$ cat src/rtl/fp96_cmp_result_queue_if.sv
// Condition-interface bundle between the FP96 compare stage and the result queue.
// master drives compare results and consumes the head; slave is the queue.
interface fp96_cmp_result_queue_if #(
  parameter int TAGW = 6
);
  logic            in_valid;
  logic            in_ready;
  logic [15:0]     cmp_o;
  logic            cmp_nan;
  logic            cmp_snan;
  logic            cmp_inf;
  logic [3:0]      cond;
  logic            sig;
  logic [TAGW-1:0] tag;
  logic            out_valid;
  logic            out_ready;
  logic            out_bit;
  logic            out_nv;
  logic [TAGW-1:0] out_tag;

  modport master (
    output in_valid, cmp_o, cmp_nan, cmp_snan, cmp_inf,
    output cond, sig, tag, out_ready,
    input  in_ready, out_valid, out_bit, out_nv, out_tag
  );

  modport slave (
    input  in_valid, cmp_o, cmp_nan, cmp_snan, cmp_inf,
    input  cond, sig, tag, out_ready,
    output in_ready, out_valid, out_bit, out_nv, out_tag
  );
endinterface

$ cat src/rtl/fp96_cmp_result_queue.sv
// FP96 compare result queue: selects condition bit, flags invalid, queues {bit,nv,tag}.
// Define FPCMP_TRAP_EN to add trap_en/trap (invalid trap that stalls intake).
module fp96_cmp_result_queue #(
  parameter int DEPTH = 4,
  parameter int TAGW  = 6
) (
  input  logic                     clk,
  input  logic                     rst,
  fp96_cmp_result_queue_if.slave   bus,
  input  logic                     clr_flags,
  output logic [$clog2(DEPTH):0]   count,
  output logic                     flag_nv,
  output logic                     flag_inf
`ifdef FPCMP_TRAP_EN
  ,
  input  logic                     trap_en,
  output logic                     trap
`endif
);
  localparam int AW = $clog2(DEPTH);
  localparam int CW = AW + 1;

  logic [TAGW+1:0] r_mem [DEPTH];
  logic [AW-1:0]   r_wp;
  logic [AW-1:0]   r_rp;
  logic [CW-1:0]   r_count;
  logic            r_flag_nv;
  logic            r_flag_inf;

  logic w_rsv;
  logic w_bit;
  logic w_nv;
  logic w_full;
  logic w_push;
  logic w_pop;
  logic w_unused;

  // cond[2:0] of 5..7 selects the reserved gaps in both mask halves
  assign w_rsv  = bus.cond[2:0] > 3'd4;
  assign w_bit  = !w_rsv & bus.cmp_o[bus.cond];
  assign w_nv   = !w_rsv &
                  (bus.cmp_snan | (bus.sig & bus.cmp_o[4]));
  assign w_full = r_count == CW'(DEPTH);

`ifdef FPCMP_TRAP_EN
  logic r_trap;
  assign bus.in_ready = !w_full & !rst & !r_trap;
  assign trap         = r_trap;
`else
  assign bus.in_ready = !w_full & !rst;
`endif

  assign bus.out_valid = r_count != '0;
  assign w_push = bus.in_valid & bus.in_ready;
  assign w_pop  = bus.out_valid & bus.out_ready;

  assign {bus.out_bit, bus.out_nv, bus.out_tag} = r_mem[r_rp];
  assign count    = r_count;
  assign flag_nv  = r_flag_nv;
  assign flag_inf = r_flag_inf;
  assign w_unused = bus.cmp_nan;

  always_ff @(posedge clk) begin
    if (w_push) begin
      r_mem[r_wp] <= {w_bit, w_nv, bus.tag};
    end
  end

  always_ff @(posedge clk) begin
    if (rst) begin
      r_wp       <= '0;
      r_rp       <= '0;
      r_count    <= '0;
      r_flag_nv  <= 1'b0;
      r_flag_inf <= 1'b0;
    end else begin
      if (w_push) r_wp <= r_wp + AW'(1);
      if (w_pop)  r_rp <= r_rp + AW'(1);
      if (w_push && !w_pop) begin
        r_count <= r_count + CW'(1);
      end else if (!w_push && w_pop) begin
        r_count <= r_count - CW'(1);
      end
      // a setting push beats a same-cycle clear
      if (w_push && w_nv) begin
        r_flag_nv <= 1'b1;
      end else if (clr_flags) begin
        r_flag_nv <= 1'b0;
      end
      if (w_push && bus.cmp_inf) begin
        r_flag_inf <= 1'b1;
      end else if (clr_flags) begin
        r_flag_inf <= 1'b0;
      end
    end
  end

`ifdef FPCMP_TRAP_EN
  always_ff @(posedge clk) begin
    if (rst) begin
      r_trap <= 1'b0;
    end else if (w_push && w_nv && trap_en) begin
      r_trap <= 1'b1;
    end else if (clr_flags) begin
      r_trap <= 1'b0;
    end
  end
`endif
endmodule
$ cat src/flat_wrapper.sv
// flat-port wrapper written by rule: the top's interface ports become plain ports
module fp96_cmp_result_queue_flat 
#(
  parameter int DEPTH = 4,
  parameter int TAGW  = 6
)
  (clk, rst, clr_flags, count, flag_nv, flag_inf, bus_in_valid, bus_cmp_o, bus_cmp_nan, bus_cmp_snan, bus_cmp_inf, bus_cond, bus_sig, bus_tag, bus_out_ready, bus_in_ready, bus_out_valid, bus_out_bit, bus_out_nv, bus_out_tag);
  fp96_cmp_result_queue_if #(.TAGW(TAGW)) bus_i ();
  input  logic clk;
  input  logic rst;
  input  logic clr_flags;
  output logic [$clog2(DEPTH):0] count;
  output logic flag_nv;
  output logic flag_inf;
  input wire logic [$bits(bus_i.in_valid)-1:0] bus_in_valid;
  input wire logic [$bits(bus_i.cmp_o)-1:0] bus_cmp_o;
  input wire logic [$bits(bus_i.cmp_nan)-1:0] bus_cmp_nan;
  input wire logic [$bits(bus_i.cmp_snan)-1:0] bus_cmp_snan;
  input wire logic [$bits(bus_i.cmp_inf)-1:0] bus_cmp_inf;
  input wire logic [$bits(bus_i.cond)-1:0] bus_cond;
  input wire logic [$bits(bus_i.sig)-1:0] bus_sig;
  input wire logic [$bits(bus_i.tag)-1:0] bus_tag;
  input wire logic [$bits(bus_i.out_ready)-1:0] bus_out_ready;
  output wire logic [$bits(bus_i.in_ready)-1:0] bus_in_ready;
  output wire logic [$bits(bus_i.out_valid)-1:0] bus_out_valid;
  output wire logic [$bits(bus_i.out_bit)-1:0] bus_out_bit;
  output wire logic [$bits(bus_i.out_nv)-1:0] bus_out_nv;
  output wire logic [$bits(bus_i.out_tag)-1:0] bus_out_tag;
  assign bus_i.in_valid = bus_in_valid;
  assign bus_i.cmp_o = bus_cmp_o;
  assign bus_i.cmp_nan = bus_cmp_nan;
  assign bus_i.cmp_snan = bus_cmp_snan;
  assign bus_i.cmp_inf = bus_cmp_inf;
  assign bus_i.cond = bus_cond;
  assign bus_i.sig = bus_sig;
  assign bus_i.tag = bus_tag;
  assign bus_i.out_ready = bus_out_ready;
  assign bus_in_ready = bus_i.in_ready;
  assign bus_out_valid = bus_i.out_valid;
  assign bus_out_bit = bus_i.out_bit;
  assign bus_out_nv = bus_i.out_nv;
  assign bus_out_tag = bus_i.out_tag;
  fp96_cmp_result_queue #(.DEPTH(DEPTH), .TAGW(TAGW)) u_core (.clk(clk), .rst(rst), .bus(bus_i), .clr_flags(clr_flags), .count(count), .flag_nv(flag_nv), .flag_inf(flag_inf));
endmodule
$ cat config.mk
export PLATFORM = sky130hd
export DESIGN_NAME = fp96_cmp_result_queue_flat
export DESIGN_NICKNAME = d
export VERILOG_FILES = /design/src/rtl/fp96_cmp_result_queue_if.sv /design/src/rtl/fp96_cmp_result_queue.sv /design/src/flat_wrapper.sv
export SDC_FILE = /design/constraint.sdc
export NUM_CORES = 1
export LEC_CHECK = 0
export BUFFER_PORTS_ARGS = -buffer_cell sky130_fd_sc_hd__buf_2
export CAP_MARGIN = 30
export CELL_PAD_IN_SITES_DETAIL_PLACEMENT = 0
export CELL_PAD_IN_SITES_GLOBAL_PLACEMENT = 2
export CORE_ASPECT_RATIO = 1.75
export CORE_UTILIZATION = 35
export DETAILED_ROUTE_END_ITERATION = 16
export PLACE_DENSITY_LB_ADDON = 0.1
export SYNTH_ARGS = -nofsm -noshare
export SYNTH_HDL_FRONTEND = slang
export SYNTH_SLANG_ARGS = --single-unit
$ cat constraint.sdc
create_clock -name clk -period 2.75 [get_ports clk]
set_input_delay 0.55 -clock clk [delete_from_list [all_inputs] [get_ports clk]]
set_output_delay 0.55 -clock clk [all_outputs]
set_load 0.005 [all_outputs]
==> results.json, run 1 <==
{
  "outcome": "complete, no violations",
  "die_h_um": 97.0,
  "power_leakage_nw": 0.881,
  "hpwl_mm": 2.40,
  "hold_violations": 0,
  "clock.fmax_ghz": 0.444,
  "layout_common_cells": "42 x buf_2, 32 x edfxtp_1, 11 x dfxtp_1, 8 x mux4_2, 7 x nor2_1",
  "finalCritPeriodShare_pct": 81.9,
  "synth_area_sq_mm": 0.00181,
  "core.rowCount": 34,
  "ios": 50,
  "crit_type": "register to output port",
  "grt_max_degree": 15,
  "synth-seq-cells": 43,
  "slew_viol_final": 0,
  "grt_pass1_vias": 1116,
  "crit_fanout": 8,
  "tritoncts_num_sinks": 43,
  "vdd_ir_drop_max_uv": 448,
  "min_from": "bus_cmp_inf",
  "worstPathArrival_ns": 1.70,
  "fin_cells": 212,
  "utilization_pct": 43.9,
  "hold_buffers": 0,
  "p_total_mw": 1.81,
  "post_cts_buffers": 0,
  "setup_ws_ns": 0.497,
  "finalSetupTns_ns": 0,
  "layout-drive-gt1-share_pct": 40.5,
  "synth_ff_type": "edfxtp_1",
  "cts.root.buffer_cell": "clkbuf_8",
  "crit_slowest_cell": "dfxtp_1",
  "die-width_um": 56.3,
  "clkLatencyLatePin_ns": 0.29,
  "synth_edf_count": 32,
  "cts_buffers": 5,
  "antenna_found_initial": 0,
  "vias": 1056,
  "final_area_sq_mm": 0.00219,
  "setup_violations": 0,
  "syn_inst": 111,
  "gp_congestion": 0.635,
  "startpoint_type": "register",
  "viasPerCell": 4.98,
  "path_cells": "mux4_2 > buf_2",
  "ys_seq_area_share_pct": 65.4,
  "placed_cells": 204,
  "avgSynthCellArea_sq_um": 16.3,
  "core_area_sq_mm": 0.00498,
  "track_usage_pct": 13.4,
  "htreeDepth": 2,
  "dr.pass1.iters": 4,
  "whs_ns": 0.451,
  "cts.path.max_buffers": 2,
  "cts_resized": 0,
  "crit_path_end_kind": "output port",
  "place_ws_ns": 0.290,
  "n_antenna_cell": 0,
  "route.detailed.drc": 0,
  "die_area_sq_mm": 0.00546,
  "grt_pass1_wl_mm": 5.38,
  "cpPeakStageDelay_ns": 0.68,
  "overflow": 0,
  "final_nets": 198,
  "cts_tree": "done",
  "max_slew_margin_pct": 62.4,
  "syn2layout_area_growth_pct": 21.1,
  "yosysUniqueCellTypes": 32,
  "antenna_left": 0,
  "port_buffers": 42,
  "start_util_pct": 36.3,
  "max_cap_violations": 0,
  "power-per-cell-area_mw_per_mm2": 828,
  "required_ns": 2.20,
  "tightest_slew_ns": 0.563,
  "path_clk_slew_ns": 0.08,
  "hp-class": "primary input to register",
  "nFillCells": 469,
  "wire_per_inst_um": 14.9,
  "drtIter0Drc": 19,
  "async_flop_share_pct": 0,
  "place_area_sq_mm": 0.00207,
  "rsz0062_at_grt": "no",
  "fin_crit_ns": 2.25,
  "synth.net_count": 152,
  "ys_warn_count": 0,
  "final_common_cell": "buf_2",
  "r2r-start": "u_core.count[0]",
  "drt-total-wl_mm": 3.16,
  "clock-skew-final_ns": 0.00846
}
-- flip-flops by register name, indices dropped and copies added (netlist names), named ones only --
signal,flops
u_core.r_rp,2
u_core.r_wp,2
u_core.flag_nv,1
u_core.r_mem,32
u_core.flag_inf,1
u_core.count,3
-- worst paths after layout --
path | end | slack (ns) | cells past startpoint
worst max-delay path | bus_out_tag[2] | 0.50 | 2
worst min-delay path | u_core.flag_inf | 0.45 | 2
worst max register to register | u_core.count[2] | 0.55 | 9
worst min register to register | u_core.r_wp[0] | 0.52 | 1
-- synth_stat cells, drive strengths merged, types with 2 or more instances --
library cell	instances	area, sq um
a21o	2	15.0
dfxtp	11	220
nor2b	2	12.5
edfxtp	32	961
xor2	4	35.0
ha	5	62.6
and3	4	25.0
nor3b	3	22.5
mux4	8	180
buf	3	13.8
mux2i	6	60.1
inv	4	15.0
o21ai	2	13.8
nor2	7	26.3
or3	2	12.5
a21oi	2	10.0
-- critical path: cells and delay by family (launching register included) --
family	cells	cell delay (ns)
multiplexers	1	0.58
buffers and inverters	1	0.14
flip-flops	1	0.68
-- logic make-up (layout without fill, tap and decap cells) --
family | Yosys count | count (layout) | share of synthesized area, %
adder cells (fa/ha/maj) | 6 | 6 | 4.57
AND/OR/NAND/NOR | 22 | 22 | 7.13
multiplexers | 15 | 15 | 13.9
flip-flops | 43 | 43 | 65.4
AO/OA/AOI/OAI | 13 | 13 | 5.26
XOR/XNOR | 4 | 4 | 1.94
buffers and inverters | 8 | 55 | 1.80
-- where the power goes --
group          internal, mW  leakage (nW)  switching (mW)
logic                 0.260         0.441           0.190
registers             0.783         0.381          0.0982
clock network         0.270        0.0581           0.208
total                  1.31         0.881           0.497
-- metal layers --
metal / vias to the layer above / track usage (%) / share of wire [%]
li1: 514 / - / -
met1: 507 / 13.5 / 36
met2: 29 / 24.3 / 57
met3: 6 / 4.14 / 4.5
met4: 0 / 6.19 / 2.0
met5: - / 0 / 0
-- area by class of cell --
type                    count  area (sq um)  area share [%]
repair buffers             43           218            9.95
multi-input cells          60           593            27.1
inverters                   4          15.0           0.686
flip-flops and latches     43          1180            54.0
clock inverters             3          43.8            2.00
clock buffers               5          68.8            3.15
well taps                  54          67.6            3.09
Power figures use the tool's default switching activity.
==> run 2, diff against run 1 <==
- CORE_UTILIZATION: 35 -> 32
- clock period: 2.75 -> 1.8 ns (I/O delays scaled with it)
==> results.json, run 2 (synthesis gave the netlist of run 1 again) <==
{
  "outcome": "finished with violations",
  "violations": "setup timing",
  "cpPeakStageDelay_ns": 0.36,
  "htreeDepth": 2,
  "crit_type": "register to register",
  "crit_path_end_kind": "register",
  "clkLatencyLatePin_ns": 0.29,
  "r2r_cells": 9,
  "power_leakage_nw": 0.960,
  "antenna_found_initial": 0,
  "start_util_pct": 33.8,
  "required_ns": 2.02,
  "max_cap_violations": 0,
  "cp_num_buf_inv": 2,
  "power-per-cell-area_mw_per_mm2": 1260,
  "min_path_cells": 2,
  "dr.pass1.iters": 4,
  "core.rowCount": 35,
  "critPathTopFamily": "simple AND/OR/NAND/NOR gates",
  "rsz0062_at_grt": "yes",
  "clock-skew-final_ns": 0.000945,
  "min_from": "bus_cmp_inf",
  "r2r-start": "u_core.count[2]",
  "cts_tree": "done",
  "grt_pass1_wl_mm": 5.69,
  "antenna_left": 0,
  "ios": 50,
  "n_antenna_cell": 0,
  "worstPathArrival_ns": 2.10,
  "layout-drive-gt1-share_pct": 51.4,
  "drt-total-wl_mm": 3.52,
  "viasPerCell": 4.62,
  "vias": 1142,
  "gp_congestion": 0.677,
  "min_to": "u_core.flag_inf",
  "setup_violations": 3,
  "fin_crit_ns": 1.88,
  "p_total_mw": 3.02,
  "slew_viol_final": 0,
  "rr_endpoint": "u_core.count[2]",
  "hold_violations": 0,
  "cts_buffers": 5,
  "setup_ws_ns": -0.0781,
  "wire_per_inst_um": 14.3,
  "crit_fanout": 4,
  "final_common_cell": "buf_2",
  "cts.path.max_buffers": 2,
  "route.detailed.drc": 0,
  "cts.root.buffer_cell": "clkbuf_8",
  "grt_max_degree": 14,
  "layout_common_cells": "42 x buf_2, 32 x edfxtp_1, 15 x buf_4, 8 x mux4_2",
  "tritoncts_num_sinks": 43,
  "die-width_um": 58.8,
  "overflow": 0,
  "final_area_sq_mm": 0.00238,
  "clock.fmax_ghz": 0.532,
  "tightest_slew_ns": 0.410,
  "vdd_ir_drop_max_uv": 735,
  "hpwl_mm": 2.61,
  "drtIter0Drc": 21,
  "place_area_sq_mm": 0.00227,
  "final_nets": 213,
  "die_h_um": 101,
  "crit_slowest_cell": "dfxtp_4",
  "hp-class": "primary input to register",
  "syn2layout_area_growth_pct": 32.0,
  "r2r_setup_slack_ns": -0.08,
  "path_clk_slew_ns": 0.08,
  "hold_buffers": 0,
  "startpoint_type": "register",
  "regMostFlops": "u_core.r_mem",
  "largest_reg_flops": 32,
  "path_cells": "or3b_4 > nand2_4 > inv_4 > ha_4 > inv_2 > fa_2 > xor2_1 > or3_1 > a21oi_2",
  "finalCritPeriodShare_pct": 104,
  "core_area_sq_mm": 0.00534,
  "track_usage_pct": 13.2,
  "max_slew_margin_pct": 72.6,
  "die_area_sq_mm": 0.00596,
  "port_buffers": 42,
  "grt_pass1_vias": 1167
}
## run 2: changes by cell type in the layout (fill, tap and decap cells not counted), sizes merged
cell  delta
buf     +15
## run 2: worst max-delay path by stage
stage / from / to / depth (start not counted)
6_report: u_core.count[2] / u_core.count[2] / 9
5_1_grt: u_core.count[2] / u_core.count[2] / 9
3_5_place_dp: rst / u_core.count[2] / 10
4_1_cts: u_core.count[2] / u_core.count[2] / 9
3_3_place_gp: bus_in_valid / u_core.count[2] / 10
2_1_floorplan: u_core.count[2] / u_core.count[2] / 9
## run 2: metal layers
layer / routed length [um] / share of wire (%) / vias to the layer above / global-route usage (%)
li1: - / - / 547 / -
met1: 1280 / 36 / 559 / 13.3
met2: 2040 / 58 / 29 / 24.9
met3: 126 / 3.6 / 7 / 2.68
met4: 78 / 2.2 / 0 / 6.59
met5: 0 / 0 / - / 0
## run 2: timing repair
| action | CTS | global route |
|---|---|---|
| gates resized for setup | 1 | 1 |
| buffers inserted | 0 | 0 |
| endpoints found under the setup margin | 9 | 11 |
| pin swaps | 0 | 1 |
## run 2: per-stage QoR
stage	utilization, %	TNS, ns	cells	hold WS (ns)	setup WS, ns
3_3_place_gp	42.5	-0.0920	239	0.490	-0.0878
5_1_grt	44.6	-0.580	247	0.268	-0.141
3_5_place_dp	42.5	-0.137	239	0.488	-0.124
6_report	44.6	-0.131	247	0.269	-0.0781
2_1_floorplan	-	-0.0595	111	0.459	-0.0396
4_1_cts	44.6	-0.183	247	0.261	-0.0875
## run 2: cell type report
| cell class | count | area, sq um |
|---|---|---|
| clock inverter | 3 | 38.8 |
| tap | 74 | 92.6 |
| sequential | 43 | 1190 |
| multi-input combinational | 60 | 633 |
| clock buffer | 5 | 68.8 |
| fill | 566 | 2960 |
| timing repair buffer | 58 | 343 |
| inverter | 4 | 17.5 |
## run 2: power breakdown
group,internal [mW],switching [mW]
logic,0.568,0.422
registers,1.21,0.0971
clock network,0.406,0.310
